==> src/rtl/pipe_hazard_ctrl.sv <==
// Pipeline hazard controller: load-use stall, branch redirect flush and memory
// freeze, with event counters and a sticky memory-wait timeout flag.
module pipe_hazard_ctrl #(
  parameter int CNT_W    = 16,
  parameter int MAX_WAIT = 255
) (
  input  logic             clk,
  input  logic             reset,
  input  logic [4:0]       id_rs1,
  input  logic [4:0]       id_rs2,
  input  logic             id_uses_rs1,
  input  logic             id_uses_rs2,
  input  logic [4:0]       ex_rd,
  input  logic             ex_mem_read,
  input  logic             ex_branch_taken,
  input  logic             mem_busy,
  output logic             pc_write,
  output logic             if_id_write,
  output logic             if_id_flush,
  output logic             id_ex_bubble,
  output logic [1:0]       state_o,
  output logic [CNT_W-1:0] stall_count,
  output logic [CNT_W-1:0] flush_count,
  output logic             wait_timeout
);

  typedef enum logic [1:0] {
    RUN      = 2'd0,
    STALL    = 2'd1,
    FLUSH    = 2'd2,
    MEM_WAIT = 2'd3
  } state_t;

  localparam logic [CNT_W-1:0] CNT_MAX   = '1;
  localparam logic [15:0]      WAIT_MAX  = '1;
  localparam logic [15:0]      WAIT_LAST = 16'(MAX_WAIT - 1);

  state_t      state;
  logic [15:0] wait_cnt;
  logic        hazard;
  logic        freeze;
  logic        redirect;
  logic        ld_stall;

  // Classify the current cycle in priority order: freeze, redirect, load-use.
  always_comb begin
    hazard   = ex_mem_read && (ex_rd != 5'd0) &&
               ((id_uses_rs1 && (id_rs1 == ex_rd)) ||
                (id_uses_rs2 && (id_rs2 == ex_rd)));
    freeze   = mem_busy;
    redirect = !mem_busy && ex_branch_taken;
    // A flushed ID slot holds a NOP, so its register fields are meaningless.
    ld_stall = !mem_busy && !ex_branch_taken && hazard && (state != FLUSH);
  end

  // Controls are held inactive throughout reset so the pipeline cannot advance.
  always_comb begin
    // NOTE: default every output first so no path through this block infers a latch.
    pc_write     = 1'b0;
    if_id_write  = 1'b0;
    if_id_flush  = 1'b0;
    id_ex_bubble = 1'b0;
    if (reset) begin
      if (freeze) begin
        pc_write    = 1'b0;
        if_id_write = 1'b0;
      end else if (redirect) begin
        pc_write     = 1'b1;
        if_id_write  = 1'b1;
        if_id_flush  = 1'b1;
        id_ex_bubble = 1'b1;
      end else if (ld_stall) begin
        id_ex_bubble = 1'b1;
      end else begin
        pc_write    = 1'b1;
        if_id_write = 1'b1;
      end
    end
  end

  // NOTE: sequential state uses non-blocking assignments so every register samples pre-edge values.
  always_ff @(posedge clk or negedge reset) begin
    if (!reset) begin
      state        <= RUN;
      stall_count  <= '0;
      flush_count  <= '0;
      wait_cnt     <= '0;
      wait_timeout <= 1'b0;
    end else begin
      if (freeze)        state <= MEM_WAIT;
      else if (redirect) state <= FLUSH;
      else if (ld_stall) state <= STALL;
      else               state <= RUN;

      if ((freeze || ld_stall) && (stall_count != CNT_MAX))
        stall_count <= stall_count + CNT_W'(1);
      if (redirect && (flush_count != CNT_MAX))
        flush_count <= flush_count + CNT_W'(1);

      // Wait counter saturates so a very long freeze cannot wrap and re-trigger.
      if (mem_busy) begin
        if (wait_cnt != WAIT_MAX) wait_cnt <= wait_cnt + 16'd1;
        if (wait_cnt == WAIT_LAST) wait_timeout <= 1'b1;
      end else begin
        wait_cnt <= '0;
      end
    end
  end

  assign state_o = state;

endmodule
==> config.mk <==
export PLATFORM = sky130hd
export DESIGN_NAME = pipe_hazard_ctrl
export DESIGN_NICKNAME = d
export VERILOG_FILES = /design/src/rtl/pipe_hazard_ctrl.sv
export SDC_FILE = /design/constraint.sdc
export NUM_CORES = 1
export LEC_CHECK = 0
export BUFFER_PORTS_ARGS = -buffer_cell sky130_fd_sc_hd__buf_2
export CAP_MARGIN = 20
export CELL_PAD_IN_SITES_DETAIL_PLACEMENT = 1
export CELL_PAD_IN_SITES_GLOBAL_PLACEMENT = 1
export CORE_UTILIZATION = 37
export CTS_CLUSTER_SIZE = 25
export DETAILED_ROUTE_END_ITERATION = 8
export PLACE_DENSITY_LB_ADDON = 0.1
export SETUP_SLACK_MARGIN = 0.1
export SKIP_CTS_REPAIR_TIMING = 1
export SYNTH_ARGS = -nofsm -noshare
export SYNTH_HDL_FRONTEND = slang
export SYNTH_SLANG_ARGS = --single-unit
==> constraint.sdc <==
create_clock -name clk -period 1.9 [get_ports clk]
set_input_delay 0.285 -clock clk [delete_from_list [all_inputs] [get_ports clk]]
set_output_delay 0.285 -clock clk [all_outputs]
set_load 0.01 [all_outputs]
# Word-level counts from Yosys, hierarchy flattened
# Index checks and enable logic that the tools add are counted.
# totals
reg_bits	51
input_bits	22
output_inout_bits	39
wordCells	48
# op_classes
n_addsub	3
eq_ne	8
muxes	16
n_reduce_logical	16
# ops
cell	n
$add A16 B1 Y16 const B	3
$ne A16 B16 Y1 const B	3
$mux W16	2
$eq A16 B8 Y1 const B	1
$mux W1	12
$eq A5 B5 Y1	2
$logic_and A1 B1 Y1	10
$reduce_bool A5 Y1	1
$mux W2	2
$logic_not A1 Y1	2
$logic_or A1 B1 Y1	2
$ne A2 B1 Y1 const B	1
$ne A2 B2 Y1 const B	1
$reduce_and A2 Y1	1

# Depth between registers and ports, before layout
# logic_depth
word_depth	10
mapped_depth	9
mapped_depth_nobuf	7

# Worst setup path after synthesis
# Ideal clock, no wire load.
# synth_path
kind	input to output
startpoint	input ex_rd[1]
endpoint	output pc_write
arrival_time_ps	1757
required_ps	1615
setup_slack_ps	-142
stages	5
n_path_buf	1
cell_sequence	or4_1 -> o211ai_2 -> nor2_1 -> nor3b_1 -> buf_4
# synth_between
elab_chain_len	10
word_cells_on_any_way	14
cone_classes	2 x eq/ne; 4 x mux; 8 x reduce/logical
# synth_rtl
element	line	text
from (decl)	13	input logic [4:0] ex_rd,
$eq A5 B5 Y1, on equally long branches	48, 49	
$logic_and A1 B1 Y1, on equally long branches	48, 49	
$logic_or A1 B1 Y1	48	((id_uses_rs1 && (id_rs1 == ex_rd)) ||
$logic_and A1 B1 Y1 (*)	47	hazard = ex_mem_read && (ex_rd != 5'd0) &&
$logic_and A1 B1 Y1 (*) (2 in series)	53	ld_stall = !mem_busy && !ex_branch_taken && hazard && (state != FLUSH);
$mux W1 (*) (4 in series)	n/a	
to (decl)	17	output logic pc_write,
# Mark *: on every way between the ends. The rest lies on a longest branch, timed or not.

# Worst setup path in the final report
# layout_path
startpoint	register stall_count[6]
endpoint	register stall_count[5]
# layout_between
elab_chain_len	2
# layout_rtl
element	line	text
from (decl)	22	output logic [CNT_W-1:0] stall_count,
from (signal assigned)	96	stall_count <= stall_count + CNT_W'(1);
$ne A16 B16 Y1	95	if ((freeze || ld_stall) && (stall_count != CNT_MAX))
$logic_and A1 B1 Y1	95	
# No other way between the ends.
# A chain may end at the register's enable or synchronous reset.

==> flow_metrics.py <==
metrics = {
    "outcome": {
        "status": "complete, no violations",
    },
    "synth": {
        "yosysUniqueCellTypes": 43,
        "ys_seq_area_share_pct": 48.25,
        "synth_edf_count": 0,
        "async_reset_ff_share_pct": 100.0,
        "yosys_warnings": 0,
        "syn_nets": 278,
        "synthCells": 252,
        "ys_seq_elements": 51,
        "syn-cell-area_mm2": 0.002645,
        "synth_area_per_cell_um2": 10.50,
        "synth_top_flop_cell": "dfrtp_1",
    },
    "setup_path": {
        "cp.required_ps": 2120,
        "cp_max_fo": 4,
        "startpoint_type": "flip-flop",
        "path_class": "reg2reg",
        "endpoint_kind": "flip-flop",
        "crit_arrival_ps": 2080,
    },
    "drt": {
        "drt_pass1_iterations": 4,
        "wire_per_inst_um": 14.77,
        "drt_wl_total_um": 6809,
        "via_count": 2266,
        "detail-route-antenna-nets": 0,
        "avgViaCountPerCell": 4.915,
        "remaining_drc_errors": 0,
        "initialDrtViolationCount": 56,
    },
    "power": {
        "power.internal_mw": 2.151,
        "p_clk_share_pct": 28.8,
        "pwr-share-comb_pct": 27.0,
        "seqPwrFrac_pct": 44.2,
        "cellPowerDensity_mw_per_mm2": 813.5,
        "net-switching-power_mw": 0.9191,
        "sw_frac_of_total_pct": 29.94,
        "leakagePower_nw": 1.829,
        "vdd_drop_max_uv": 636.6,
        "power.total_mw": 3.070,
    },
    "placed_design": {
        "gp_congestion": 0.7670,
        "dp.cells": 443,
        "dpl_cell_area_mm2": 0.003411,
        "pre_cts_ws_ps": -129.8,
        "dp_hpwl_um": 5053,
        "portBuffers": 60,
    },
    "floorplanning": {
        "ios": 61,
        "rows": 30,
        "coreArea_mm2": 0.006832,
        "die_y_um": 86.55,
        "dieArea_mm2": 0.007491,
        "start_util_pct": 38.72,
        "fp.dieW_um": 86.55,
    },
    "cts": {
        "cts_root_buffer": "clkbuf_8",
        "clk_pin_slew_ps": 100,
        "htreeDepth": 2,
        "cts_tree": "yes",
        "cts_buffers": 5,
        "cts_buffer_depth": 2,
        "cts.sinks": 51,
        "worstSkewPairLatency_ps": 300,
    },
    "timing": {
        "hold_viol": 0,
        "rsz0062_at_grt": "true",
        "period_minus_slack_ps": 1853,
        "fin_ws_ps": 46.83,
        "relSlewSlack_pct": 60.25,
        "tightest_slew_ps": 596.2,
        "finalSetupViolCount": 0,
        "post-route-period-util_pct": 97.54,
        "slew_violations": 0,
        "tns_ps": 0,
        "fin_worst_skew_ps": 7.715,
        "clock.fmax_mhz": 539.6,
    },
    "cells_and_area": {
        "area_growth_pct": 42.67,
        "multi_input_area_mm2": 0.001493,
        "final_nets": 390,
        "design_area_mm2": 0.003774,
        "fillCellCount": 797,
        "seq_area_mm2": 0.001280,
        "diodes": 0,
        "drive_above_1_share_pct": 42.74,
        "finalNonFillerCells": 461,
    },
    "global_routing": {
        "antenna_found_initial": 0,
        "grt_pass1_wl_um": 11070,
        "gr-total-overflow": 0,
        "grt_max_degree": 48,
        "track_usage_pct": 18.73,
        "grt_pass1_vias": 2372,
    },
    "hold_path": {
        "hp-class": "in2reg",
    },
    "job": {
        "maxCapViolCount": 0,
    },
}
power by group through the flow:
stage,logic [mW],registers [mW],clock network [mW]
after detailed placement,0.777,1.37,0
final,0.830,1.36,0.884
after global routing,0.911,1.38,0.949
after CTS,0.780,1.35,0.906
after floorplan,0.305,1.46,0
after global placement,0.753,1.36,0
state kept, by name (all words and copies together) (netlist names):
register / flops
flush_count: 16
wait_timeout: 1
state_o: 2
stall_count: 16
wait_cnt: 16
final timing paths:
check | from | to | slack [ps] | cells after the start
max in group asynchronous | reset | stall_count[6] | 690 | 3
worst max-delay path | stall_count[6] | stall_count[5] | 50 | 8
worst min-delay path | mem_busy | state_o[1] | 240 | 2
min in group asynchronous | reset | flush_count[3] | 350 | 2
worst min register to register | wait_timeout | wait_timeout | 490 | 1
worst max register to register | stall_count[6] | stall_count[5] | 50 | 8
logic make-up after synthesis:
kind of cell	after synthesis	synth area share, %
buffers and inverters	12	2.176
and+or+nand+nor	115	24.08
AOI/OAI and AO/OA	18	5.630
muxes	6	2.460
DFF	51	48.25
adders and majority gates	4	1.892
xor gates and xnor gates	46	15.52
Yosys cell counts (2+ instances only):
cell      instances  share of area (%)
a21oi_1           4               0.76
and2_1            4               0.95
and3_1           11                2.6
and4_1            6                2.0
clkbuf_1          3               0.43
dfrtp_1          51                 48
ha_1              4                1.9
inv_1             5               0.71
mux2_2            4                1.7
mux2i_1           2               0.76
nand2_1          23                3.3
nand2b_1          3               0.71
nand3_1          12                2.3
nand4_1          16                3.8
nand4_2           2               0.95
nor2_1           24                3.4
nor4_1            3               0.71
nor4b_1           3               0.99
o21ai_0           4               0.76
or4_1             2               0.57
xnor2_1          24                7.9
xor2_1           21                7.0
area by class of cell:
class,instances,share of cell area (%)
multi-input cells,189,39.56
flip-flops and latches,51,33.92
repair buffers,111,19.23
well taps,96,3.183
clock buffers,6,1.923
clock inverters,2,1.592
inverters,6,0.5968
critical path, cell delays in order (launching register included):
cell     delay, ps
dfrtp_2        430
and4_1         200
and2_4         150
and3_4         180
o31ai_4        290
buf_4          170
buf_6          100
nand3_2         70
xnor2_1        180
cells in the final DEF, fill, tap and decap left out, drive strengths merged, types with 6 or more instances in the layout:
| cell type | Yosys | routed |
|---|---|---|
| nand2 | 23 | 23 |
| and3 | 11 | 11 |
| nand4 | 18 | 18 |
| and4 | 6 | 6 |
| xor2 | 21 | 21 |
| dfrtp | 51 | 51 |
| nor2 | 24 | 24 |
| buf | 2 | 110 |
| xnor2 | 25 | 25 |
| clkbuf | 4 | 6 |
| nand3 | 13 | 13 |
metal layers:
layer	vias up	routed length, µm	share of wire [%]	track usage, %
met5	-	0	0	0
met4	0	55	0.81	4.545
met3	5	201	3.0	2.952
met2	38	3349	49	31.53
met1	1113	3201	47	25.32
li1	1110	-	-	-
stage by stage:
stage / util [%] / hold WS, ps
floorplan: - / -10.59
global placement: 49.93 / 131.9
detailed placement: 49.93 / 136.6
CTS: 51.87 / -192.5
global route: 55.24 / 248.8
finish: 55.24 / 238.8
Note: power is estimated with default switching activity, not from simulation.
